$ cat src/rtl/md6_pad_responder_if.sv
// Pad-side signal bundle for the Mega Drive pad responder: host select in, pad data out.
// The master drives select and the button states; the slave is the pad model.
interface md6_pad_responder_if;
    logic        select;
    logic [11:0] buttons;
    logic [5:0]  pad_out;
    logic        active;

    modport master (
        output select,
        output buttons,
        input  pad_out,
        input  active
    );

    modport slave (
        input  select,
        input  buttons,
        output pad_out,
        output active
    );
endinterface

$ cat src/rtl/md6_pad_responder.sv
// Mega Drive 3/6-button pad responder: tracks host select phases and drives the data
// lines a genuine pad would present, including the 6-button ID and extended phases.
module md6_pad_responder #(
    parameter bit          SIX_BTN     = 1'b1,
    parameter int unsigned TIMEOUT_CYC = 72000
) (
    input logic          clk,
    input logic          reset_n,
    md6_pad_responder_if.slave pad
);

    localparam logic [16:0] TmoLast = 17'(TIMEOUT_CYC - 1);

    localparam logic [2:0] CntIdle = 3'd0;
    localparam logic [2:0] CntId   = 3'd3;
    localparam logic [2:0] CntMax  = 3'd4;

    localparam int unsigned BtnR = 0;
    localparam int unsigned BtnL = 1;
    localparam int unsigned BtnD = 2;
    localparam int unsigned BtnU = 3;
    localparam int unsigned BtnA = 4;
    localparam int unsigned BtnB = 5;
    localparam int unsigned BtnC = 6;
    localparam int unsigned BtnX = 7;
    localparam int unsigned BtnY = 8;
    localparam int unsigned BtnZ = 9;
    localparam int unsigned BtnS = 10;
    localparam int unsigned BtnM = 11;

    logic        sync_q;
    logic        sel_s_q;
    logic        sel_d_q;
    logic        sel_fall;
    logic        sel_edge;
    logic [2:0]  cnt_q, cnt_d;
    logic [16:0] tmo_q, tmo_d;
    logic [5:0]  pad_out_q, pad_out_d;
    logic        active_q, active_d;

    logic [11:0] rel;
    logic [5:0]  pat_normal_high;
    logic [5:0]  pat_extended;
    logic [5:0]  pat_normal_low;
    logic [5:0]  pat_id;
    logic [5:0]  pat_id_end;

    assign sel_fall = sel_d_q & ~sel_s_q;
    assign sel_edge = sel_d_q ^ sel_s_q;

    // Phase counter and idle timeout; an edge always beats a coincident expiry.
    always_comb begin
        cnt_d = cnt_q;
        tmo_d = tmo_q;
        if (sel_edge) begin
            tmo_d = '0;
            if (sel_fall && (cnt_q < CntMax)) begin
                cnt_d = cnt_q + 3'd1;
            end
        end else if (tmo_q == TmoLast) begin
            cnt_d = CntIdle;
        end else begin
            tmo_d = tmo_q + 17'd1;
        end
    end

    // rel is 1 for a released button, matching the active-low data lines.
    assign rel = ~pad.buttons;

    assign pat_normal_high = {rel[BtnC], rel[BtnB], rel[BtnR], rel[BtnL], rel[BtnD], rel[BtnU]};
    assign pat_extended    = {rel[BtnC], rel[BtnB], rel[BtnM], rel[BtnX], rel[BtnY], rel[BtnZ]};
    assign pat_normal_low  = {rel[BtnS], rel[BtnA], 2'b00, rel[BtnD], rel[BtnU]};
    assign pat_id          = {rel[BtnS], rel[BtnA], 4'b0000};
    assign pat_id_end      = {rel[BtnS], rel[BtnA], 4'b1111};

    // Select on the next cnt so the phase change and its pattern land together.
    always_comb begin
        pad_out_d = pat_normal_high;
        if (sel_s_q) begin
            if (SIX_BTN && (cnt_d == CntId)) begin
                pad_out_d = pat_extended;
            end else begin
                pad_out_d = pat_normal_high;
            end
        end else begin
            if (!SIX_BTN || (cnt_d < CntId)) begin
                pad_out_d = pat_normal_low;
            end else if (cnt_d == CntId) begin
                pad_out_d = pat_id;
            end else begin
                pad_out_d = pat_id_end;
            end
        end
    end

    assign active_d = (cnt_d != CntIdle);

    always_ff @(posedge clk or negedge reset_n) begin
        if (!reset_n) begin
            sync_q    <= 1'b1;
            sel_s_q   <= 1'b1;
            sel_d_q   <= 1'b1;
            cnt_q     <= CntIdle;
            tmo_q     <= '0;
            pad_out_q <= 6'h3F;
            active_q  <= 1'b0;
        end else begin
            sync_q    <= pad.select;
            sel_s_q   <= sync_q;
            sel_d_q   <= sel_s_q;
            cnt_q     <= cnt_d;
            tmo_q     <= tmo_d;
            pad_out_q <= pad_out_d;
            active_q  <= active_d;
        end
    end

    assign pad.pad_out = pad_out_q;
    assign pad.active  = active_q;

endmodule

$ cat src/flat_wrapper.sv
// flat-port wrapper written by rule: the top's interface ports become plain ports
module md6_pad_responder_flat 
#(
    parameter bit          SIX_BTN     = 1'b1,
    parameter int unsigned TIMEOUT_CYC = 72000
)
  (clk, reset_n, pad_select, pad_buttons, pad_pad_out, pad_active);
  md6_pad_responder_if pad_i ();
  input logic clk;
  input logic reset_n;
  input wire logic [$bits(pad_i.select)-1:0] pad_select;
  input wire logic [$bits(pad_i.buttons)-1:0] pad_buttons;
  output wire logic [$bits(pad_i.pad_out)-1:0] pad_pad_out;
  output wire logic [$bits(pad_i.active)-1:0] pad_active;
  assign pad_i.select = pad_select;
  assign pad_i.buttons = pad_buttons;
  assign pad_pad_out = pad_i.pad_out;
  assign pad_active = pad_i.active;
  md6_pad_responder #(.SIX_BTN(SIX_BTN), .TIMEOUT_CYC(TIMEOUT_CYC)) u_core (.clk(clk), .reset_n(reset_n), .pad(pad_i));
endmodule
$ cat config.mk
export PLATFORM = sky130hd
export DESIGN_NAME = md6_pad_responder_flat
export DESIGN_NICKNAME = d
export VERILOG_FILES = /design/src/rtl/md6_pad_responder_if.sv /design/src/rtl/md6_pad_responder.sv /design/src/flat_wrapper.sv
export SDC_FILE = /design/constraint.sdc
export NUM_CORES = 1
export LEC_CHECK = 0
export CORE_MARGIN = 10
export CORE_UTILIZATION = 40
export CTS_BUF_LIST = sky130_fd_sc_hd__clkbuf_16
export DETAILED_ROUTE_END_ITERATION = 8
export GPL_TIMING_DRIVEN = 0
export SLEW_MARGIN = 15
export SYNTH_ARGS = -nofsm -noshare
export SYNTH_HDL_FRONTEND = slang
export SYNTH_SLANG_ARGS = --single-unit
$ cat constraint.sdc
create_clock -name clk -period 7 [get_ports clk]
set_input_delay 0.7 -clock clk [delete_from_list [all_inputs] [get_ports clk]]
set_output_delay 0.7 -clock clk [all_outputs]
set_load 0.03 [all_outputs]
# Word-level counts from Yosys, hierarchy flattened
# Cells that the tools add are included.
# word_totals
regBits	30
latchBits	0
ram_bits	0
mem_bits_ro	0
input_bits	15
out_inout_bits	7
elab_cells	29
n_memories	0
# op_classes
n_addsub	2
n_mul	0
div_mod_pow	0
magnitude_cmp	2
n_eq_ne	3
shift	0
muxes	9
n_bitwise	4
reduce_logical	2
# op_table
cell	count
2-to-1 mux 17 bit	2
adder 17 x 1 -> 17 bit (second input constant)	1
== test 17 bit (second input constant)	1
2-to-1 mux 4 bit	3
inverter 12 bit	1
2-to-1 mux 3 bit	3
2-to-1 mux 6 bit	1
adder 3 x 1 -> 3 bit (second input constant)	1
== test 3 x 2 -> 1 bit (second input constant)	1
less-than comparator 3 x 2 -> 1 bit (second input constant)	1
less-than comparator 3 bit (second input constant)	1
nonzero test 3 bit	1
inequality test 2 x 1 -> 1 bit (second input constant)	1
AND 1 bit	1
logical AND 1 bit	1
inverter 1 bit	1
bitwise XOR 1 bit	1

# Longest topological paths before layout
# Gate-level depths: netlist of the first run.
# depth
ltp_word	9
mapped_depth	8
mapped_depth_nobuf	7

# Worst setup path before layout of the first run
# OpenSTA, ideal clock, no wires.
# synth_path
path_type	reg2reg
startpoint	reg u_core.sel_s_q
endpoint	reg u_core.pad_out_q[2] (netlist: u_core.pad.pad_out[2])
arrival_ps	2219
t_required_ps	6931
slack_ps	4712
path_stages_with_launch	8
path_buffers	0
period_less_slack_ps	2288
path_cell_list	dfstp_2 > inv_1 > ha_1 > or4bb_1 > o21ai_1 > o211a_4 > mux2_4 > o21ai_2
# synth_between
elab_chain_len	9
elab_cells_between_ends	12
cone_classes	1 x order compare; 1 x eq/ne; 6 x mux; 3 x bitwise; 1 x reduce/logical
# synth_rtl
element	line	rtl
start, declared	md6_pad_responder.sv:32	logic sel_s_q;
start signal, assigned	md6_pad_responder.sv:109	sel_s_q <= sync_q;
parallel branches: the longest is 8 deep, another holds less-than comparator 3 x 2 -> 1 bit	--	
2-to-1 mux 6 bit (*)	md6_pad_responder.sv:79	if (sel_s_q) begin
named net u_core.pad_out_d[2]	md6_pad_responder.sv:38	logic [5:0] pad_out_q, pad_out_d;
end signal, assigned	md6_pad_responder.sv:113	pad_out_q <= pad_out_d;
end, declared	md6_pad_responder.sv:38	
# Mark *: on every way through the listed nets, which the timed path passes.
# A chain may end at the register's enable or synchronous reset.

# Final worst setup path of the first run
# layout_path
startpoint	reg u_core.sel_s_q
endpoint	reg u_core.pad_out_q[3] (netlist: u_core.pad.pad_out[3])
# The elaborated chain is that of the path after synthesis.

==> flow_metrics.py, run 1 <==
metrics = {
    "yosys": {
        "synth-warning-count": 0,
        "synth-edff-count": 0,
        "postSynthAreaPerCell_um2": 11.0,
        "synth_cell_area_um2": 1480,
        "netlist_instances": 135,
        "synth_nets": 153,
        "yosys.cell_types.count": 36,
        "portion_of_the_post_synthesis_area_used_by_sequential_elements": 0.515,
        "async_reset_ff_frac": 1.00,
        "ys_seq_elements": 30,
        "postSynth.topFlopCell": "sky130_fd_sc_hd__dfrtp_1",
    },
    "drt": {
        "detailedRoute.firstPassIterationCount": 4,
        "detailroute.via_count": 1102,
        "drt_first_iter_violations": 60,
        "routed_wirelength_mm": 3.04,
        "wl_per_cell_um": 14.3,
        "final_antenna_net_count": 0,
        "routed_via_density": 5.20,
        "remaining_drc_errors": 0,
    },
    "global_routing": {
        "first_pass_grt_wire_length_mm": 5.31,
        "antenna_violations_before_repair": 0,
        "grt_remaining_overflow": 0,
        "global_route.usage.total": 0.104,
        "first_global_vias": 1180,
        "maximum_number_of_pins_on_one_net_before_global_route_repair": 31,
    },
    "critical_path": {
        "setup.worst_path.end_class": "register",
        "regToRegStartpoint": "u_core.sel_s_q",
        "timing.rr.end": "u_core.pad.pad_out[3]",
        "worstPathArrival_ps": 2730,
        "cpPeakStageDelay_ps": 600,
        "reg2reg_slack_ps": 4470,
        "cp-start-kind": "register",
        "cp_data_required_time_ps": 7200,
        "worst_path_max_delay_cell": "sky130_fd_sc_hd__dfstp_2",
        "worst-r2r-cell-count": 7,
        "crit_type": "register to register",
        "critPathLaunch": "u_core.sel_s_q",
        "critical_path_buf_inv_count": 1,
        "worst_path_dominant_cell_family": "flip-flops",
        "crit_path_max_fanout": 8,
        "worstPathCellList": "inv_1 > ha_1 > or4bb_1 > o21ai_1 > o211a_4 > mux2_4 > o21ai_2",
    },
    "final_layout": {
        "stdcell_area_um2": 1880,
        "final.fill_count": 346,
        "nets": 181,
        "layout_commonest_cell": "sky130_fd_sc_hd__nor2_1",
        "final_layout_size_suffix_gt1_frac": 0.183,
        "antenna_cells": 0,
        "layout-area-overhead-vs-synth_pct": 27.3,
        "most-common-layout-cells": "22 x sky130_fd_sc_hd__nor2_1, 21 x sky130_fd_sc_hd__dfrtp_1, 20 x sky130_fd_sc_hd__clkdlybuf4s50_1",
    },
    "placed_design": {
        "dp.final_hpwl_mm": 2.25,
        "io_buffers": 21,
        "placed_area_um2": 1740,
        "gp_congestion": 0.871,
    },
    "hold_path": {
        "min_path_type": "register to register",
        "hold_path.startpoint": "u_core.sync_q",
        "min_delay_worst_endpoint": "u_core.sel_s_q",
        "hold_path_depth": 0,
    },
    "die": {
        "die_x_um": 80.8,
        "die_h_um": 80.8,
        "design.core.area_um2": 3610,
        "initial_util": 0.410,
        "std_cell_rows": 22,
        "pin_count": 22,
        "die_outline_area_um2": 6530,
    },
    "clock_network": {
        "holdBufCountCts": 0,
        "clock_latency_late_sink_ps": 270,
        "cts-resized-gates": 0,
        "htree_levels": 2,
        "cts_made_buffers": 5,
        "ctsLongestPathBuffers": 2,
        "post_cts_buffers": 0,
        "cts_sink_count": 30,
        "ctsRootBufferMaster": "sky130_fd_sc_hd__clkbuf_16",
        "clk_pin_slew_ps": 50,
        "tritoncts_clock_tree": "yes",
    },
    "timing": {
        "layout_worst_path_cycle_share": 0.361,
        "slew_viol_final": 0,
        "slew-limit-headroom": 0.562,
        "finalSetupTns_ps": 0,
        "tightestPinTransition_ps": 657,
        "post-route-min-period_ps": 2530,
        "clock-skew-final_ps": 5.36,
        "setup_repair_after_global_routing_missed_its_margin": "no",
        "clock.fmax_ghz": 0.395,
        "finalSetupViolCount": 0,
        "hold_viol": 0,
    },
    "power_and_ir_drop": {
        "finalPower_w": 0.000550,
        "power.density_cell_area_nw_per_um2": 292,
        "peakVddDrop_mv": 0.127,
        "cellLeakagePower_nw": 0.785,
    },
    "job": {
        "cap_violations": 0,
    },
    "run_status": {
        "status": "finished clean",
    },
}
## logic make-up after synthesis
group,count (synthesis),synth area share
compound gates,13,0.0677
xor+xnor,17,0.101
fa+ha+maj,3,0.0254
buf+inv,8,0.0211
flops,30,0.515
mux,5,0.0406
simple gates,59,0.229
## power by group
| part | switching [W] | internal (W) | total, W |
|---|---|---|---|
| clock | 0.0000708 | 0.000128 | 0.000199 |
| sequential | 0.0000162 | 0.000202 | 0.000218 |
| combinational | 0.0000724 | 0.0000605 | 0.000133 |
## per-layer routing
| metal | global-route usage | part of all wire |
|---|---|---|
| met1 | 0.114 | 0.41 |
| met2 | 0.169 | 0.50 |
| met3 | 0.0508 | 0.071 |
| met4 | 0.0450 | 0.018 |
| met5 | 0 | 0 |
## synth_stat cells (2+ instances only)
cell	number	area (µm²)
sky130_fd_sc_hd__mux2_4	2	30.0
sky130_fd_sc_hd__a21oi_1	2	10.0
sky130_fd_sc_hd__clkbuf_1	3	11.3
sky130_fd_sc_hd__o21ai_0	2	10.0
sky130_fd_sc_hd__nor2b_1	2	12.5
sky130_fd_sc_hd__o21ai_2	2	17.5
sky130_fd_sc_hd__dfstp_2	9	236
sky130_fd_sc_hd__mux2i_1	3	30.0
sky130_fd_sc_hd__nor3_1	2	10.0
sky130_fd_sc_hd__xor2_1	11	96.3
sky130_fd_sc_hd__inv_1	4	15.0
sky130_fd_sc_hd__ha_1	3	37.5
sky130_fd_sc_hd__o221ai_1	2	17.5
sky130_fd_sc_hd__xnor2_1	6	52.6
sky130_fd_sc_hd__nor4_2	2	25.0
sky130_fd_sc_hd__nand3_1	7	35.0
sky130_fd_sc_hd__dfrtp_1	21	526
sky130_fd_sc_hd__nor2_1	22	82.6
sky130_fd_sc_hd__nand2_1	7	26.3
sky130_fd_sc_hd__and4bb_2	2	25.0
sky130_fd_sc_hd__nand4_1	6	37.5
## worst max path at each step
stage | end | cells after the start
after floorplan | u_core.pad.pad_out[2] | 7
after global placement | u_core.pad.pad_out[3] | 7
after detailed placement | u_core.pad.pad_out[3] | 7
after CTS | u_core.pad.pad_out[3] | 7
after global routing | u_core.pad.pad_out[3] | 7
final | u_core.pad.pad_out[3] | 7
## registers in the layout, summed over array words and instances (netlist names)
register            count
u_core.pad.pad_out      6
u_core.sync_q           1
u_core.pad.active       1
u_core.cnt_q            3
u_core.tmo_q           17
u_core.sel_s_q          1
u_core.sel_d_q          1
## per-stage QoR
stage / hold WS (ps) / instances / setup WS [ps] / util
floorplan: 345 / 135 / 4710 / -
global placement: 346 / 204 / 4560 / 0.485
detailed placement: 349 / 204 / 4490 / 0.484
CTS: 364 / 212 / 4480 / 0.522
global route: 370 / 212 / 4350 / 0.522
finish: 359 / 212 / 4470 / 0.522
## final cells by class
type / instances / area (µm²) / area share
plain buffers: 4 / 16.3 / 0.00864
clock buffers: 5 / 125 / 0.0664
repair buffers: 21 / 205 / 0.109
inverters: 4 / 15.0 / 0.00797
multi-input cells: 97 / 686 / 0.364
well taps: 48 / 60.1 / 0.0319
flip-flops and latches: 30 / 762 / 0.405
clock inverters: 3 / 13.8 / 0.00731
No activity file was read; power rests on OpenSTA's default activity.
==> inputs of run 2 (changes only) <==
==> constraint.sdc (replaced) <==
create_clock -name clk -period 2 [get_ports clk]
set_input_delay 0.2 -clock clk [delete_from_list [all_inputs] [get_ports clk]]
set_output_delay 0.2 -clock clk [all_outputs]
set_load 0.03 [all_outputs]
==> run 2 against run 1 <==
The flow now finishes with violations (negative setup slack). First-iteration DRC count is 10% lower. Highest routed layer unchanged. Global-route usage is 0.71 points higher. Sequential cell count stayed put. Power grew to 3.6 times the previous value. Register-to-register slack worse by 4600 ps. Sequential power grew to 3.5 times the previous value. Worst setup slack worse by 4600 ps. Critical endpoint unchanged.
==> flow_metrics.py, run 2 (synthesized netlist as in run 1, its figures left out) <==
metrics = {
    "run_status": {
        "status": "finished, violations left",
        "violations_in_the_final_reports": "negative setup slack",
    },
    "clock_network": {
        "tritoncts_clock_tree": "yes",
        "ctsRootBufferMaster": "sky130_fd_sc_hd__clkbuf_16",
        "ctsLongestPathBuffers": 2,
        "clk_pin_slew_ps": 50,
        "cts_sink_count": 30,
        "clock_latency_late_sink_ps": 270,
        "htree_levels": 2,
        "cts_made_buffers": 5,
    },
    "power_and_ir_drop": {
        "finalPower_w": 0.00196,
        "peakVddDrop_mv": 0.454,
        "power.density_cell_area_nw_per_um2": 994,
        "cellLeakagePower_nw": 0.826,
    },
    "placed_design": {
        "dp.final_hpwl_mm": 2.21,
        "dp_slack_ps": -241,
        "io_buffers": 21,
        "gp_congestion": 0.812,
        "numPlacedInstances": 204,
    },
    "hold_path": {
        "min_path_type": "input pin to register",
        "min_delay_worst_endpoint": "u_core.sync_q",
        "hold_path.startpoint": "pad_select",
        "hold_path_depth": 1,
    },
    "final_layout": {
        "max_flop_register": "u_core.tmo_q",
        "layout_commonest_cell": "sky130_fd_sc_hd__nor2_1",
        "flip_flop_count_of_the_largest_register_after_layout": 17,
        "layout.cells.non_filler": 219,
        "antenna_cells": 0,
        "final_layout_size_suffix_gt1_frac": 0.251,
        "nets": 188,
        "most-common-layout-cells": "22 x sky130_fd_sc_hd__nor2_1, 21 x sky130_fd_sc_hd__dfrtp_1, 20 x sky130_fd_sc_hd__clkdlybuf4s50_1",
        "layout-area-overhead-vs-synth_pct": 33.4,
        "final.fill_count": 338,
    },
    "global_routing": {
        "global_route.usage.total": 0.111,
        "grt_remaining_overflow": 0,
        "antenna_violations_before_repair": 0,
        "first_pass_grt_wire_length_mm": 5.52,
        "maximum_number_of_pins_on_one_net_before_global_route_repair": 31,
        "first_global_vias": 1129,
    },
    "drt": {
        "wl_per_cell_um": 14.2,
        "final_antenna_net_count": 0,
        "routed_via_density": 4.88,
        "detailroute.via_count": 1069,
        "routed_wirelength_mm": 3.11,
        "drt_first_iter_violations": 54,
        "remaining_drc_errors": 0,
        "detailedRoute.firstPassIterationCount": 4,
    },
    "die": {
        "pin_count": 22,
        "design.core.area_um2": 3610,
        "die_outline_area_um2": 6530,
        "die_h_um": 80.8,
        "die_x_um": 80.8,
        "initial_util": 0.410,
        "std_cell_rows": 22,
    },
    "timing": {
        "tightestPinTransition_ps": 654,
        "layout_worst_path_cycle_share": 1.04,
        "clock-skew-final_ps": 4.74,
        "clock.fmax_ghz": 0.480,
        "slew-limit-headroom": 0.564,
        "hold_viol": 0,
        "slew_viol_final": 0,
        "finalSetupTns_ps": -178,
        "post-route-min-period_ps": 2080,
        "timing.final.ws_setup_ps": -81.3,
        "setup_repair_after_global_routing_missed_its_margin": "yes",
        "finalSetupViolCount": 4,
    },
    "job": {
        "cap_violations": 0,
    },
    "critical_path": {
        "timing.rr.end": "u_core.pad.pad_out[3]",
        "regToRegStartpoint": "u_core.sel_s_q",
        "worst-r2r-cell-count": 7,
        "cp-start-kind": "register",
        "crit_type": "register to register",
        "worstPathArrival_ps": 2290,
        "cp_data_required_time_ps": 2210,
        "setup.worst_path.end_class": "register",
        "reg2reg_slack_ps": -80,
        "crit_path_max_fanout": 3,
    },
}
## run 2: cell count changes in the layout (fill, tap and decap cells not counted), moves of 2 or more
cell and change:
sky130_fd_sc_hd__buf_4 +6, sky130_fd_sc_hd__clkbuf_1 -2, sky130_fd_sc_hd__o221ai_1 -2, sky130_fd_sc_hd__clkbuf_2 +2, sky130_fd_sc_hd__o221ai_2 +2
## run 2: repair_timing
action	in CTS	in global routing
endpoints found under the setup margin	14	10
gates resized for setup	5	2
hold buffers	1	0
endpoints found under the hold margin	21	0
pin swaps	3	1
setup buffers	6	0
## run 2: worst max-delay path: stages (launching register included)
cell and delay (ps):
sky130_fd_sc_hd__dfstp_2 560, sky130_fd_sc_hd__inv_4 40, sky130_fd_sc_hd__ha_4 210, sky130_fd_sc_hd__or4bb_1 480, sky130_fd_sc_hd__o21ai_2 100, sky130_fd_sc_hd__o211a_4 210
sky130_fd_sc_hd__mux2_4 300, sky130_fd_sc_hd__o21ai_2 110
## run 2: stage by stage
step	instance area (µm²)	hold slack [ps]	utilization
floorplan	1500	-95.6	-
global placement	1770	346	0.490
detailed placement	1760	269	0.488
CTS	1970	335	0.547
global route	1970	333	0.547
finish	1970	340	0.547
## run 2: layout make-up
| class | count | area [µm²] | area share |
|---|---|---|---|
| timing repair buffer | 28 | 260 | 0.132 |
| multi-input combinational | 97 | 717 | 0.363 |
| sequential | 30 | 762 | 0.386 |
| clock inverter | 3 | 12.5 | 0.00634 |
| tap | 48 | 60.1 | 0.0304 |
| buffer | 4 | 18.8 | 0.00951 |
| inverter | 4 | 17.5 | 0.00888 |
| clock buffer | 5 | 125 | 0.0634 |
## run 2: how the worst max path moves through the flow
stage                     slack, ps           start  cells after the start               endpoint
after global routing           -150  u_core.sel_s_q                      7  u_core.pad.pad_out[3]
final                           -80  u_core.sel_s_q                      7  u_core.pad.pad_out[3]
after floorplan                -110  u_core.sel_s_q                      7  u_core.pad.pad_out[2]
after global placement         -220  u_core.sel_s_q                      7  u_core.pad.pad_out[2]
after detailed placement       -240  u_core.sel_s_q                      7  u_core.pad.pad_out[2]
after CTS                       -80  u_core.sel_s_q                      7  u_core.pad.pad_out[2]
## run 2: metal layers
metal  vias up  GRT usage  wire [µm]
met4         0     0.0571         60
met2        10      0.174       1540
li1        543          -          -
met1       511      0.130       1380
met3         5     0.0442        128
met5         -          0          0
## run 2: power by group
| group | total [W] | internal, W | switching [W] |
|---|---|---|---|
| registers | 0.000760 | 0.000707 | 0.0000533 |
| clock network | 0.000690 | 0.000447 | 0.000242 |
| logic | 0.000511 | 0.000243 | 0.000268 |
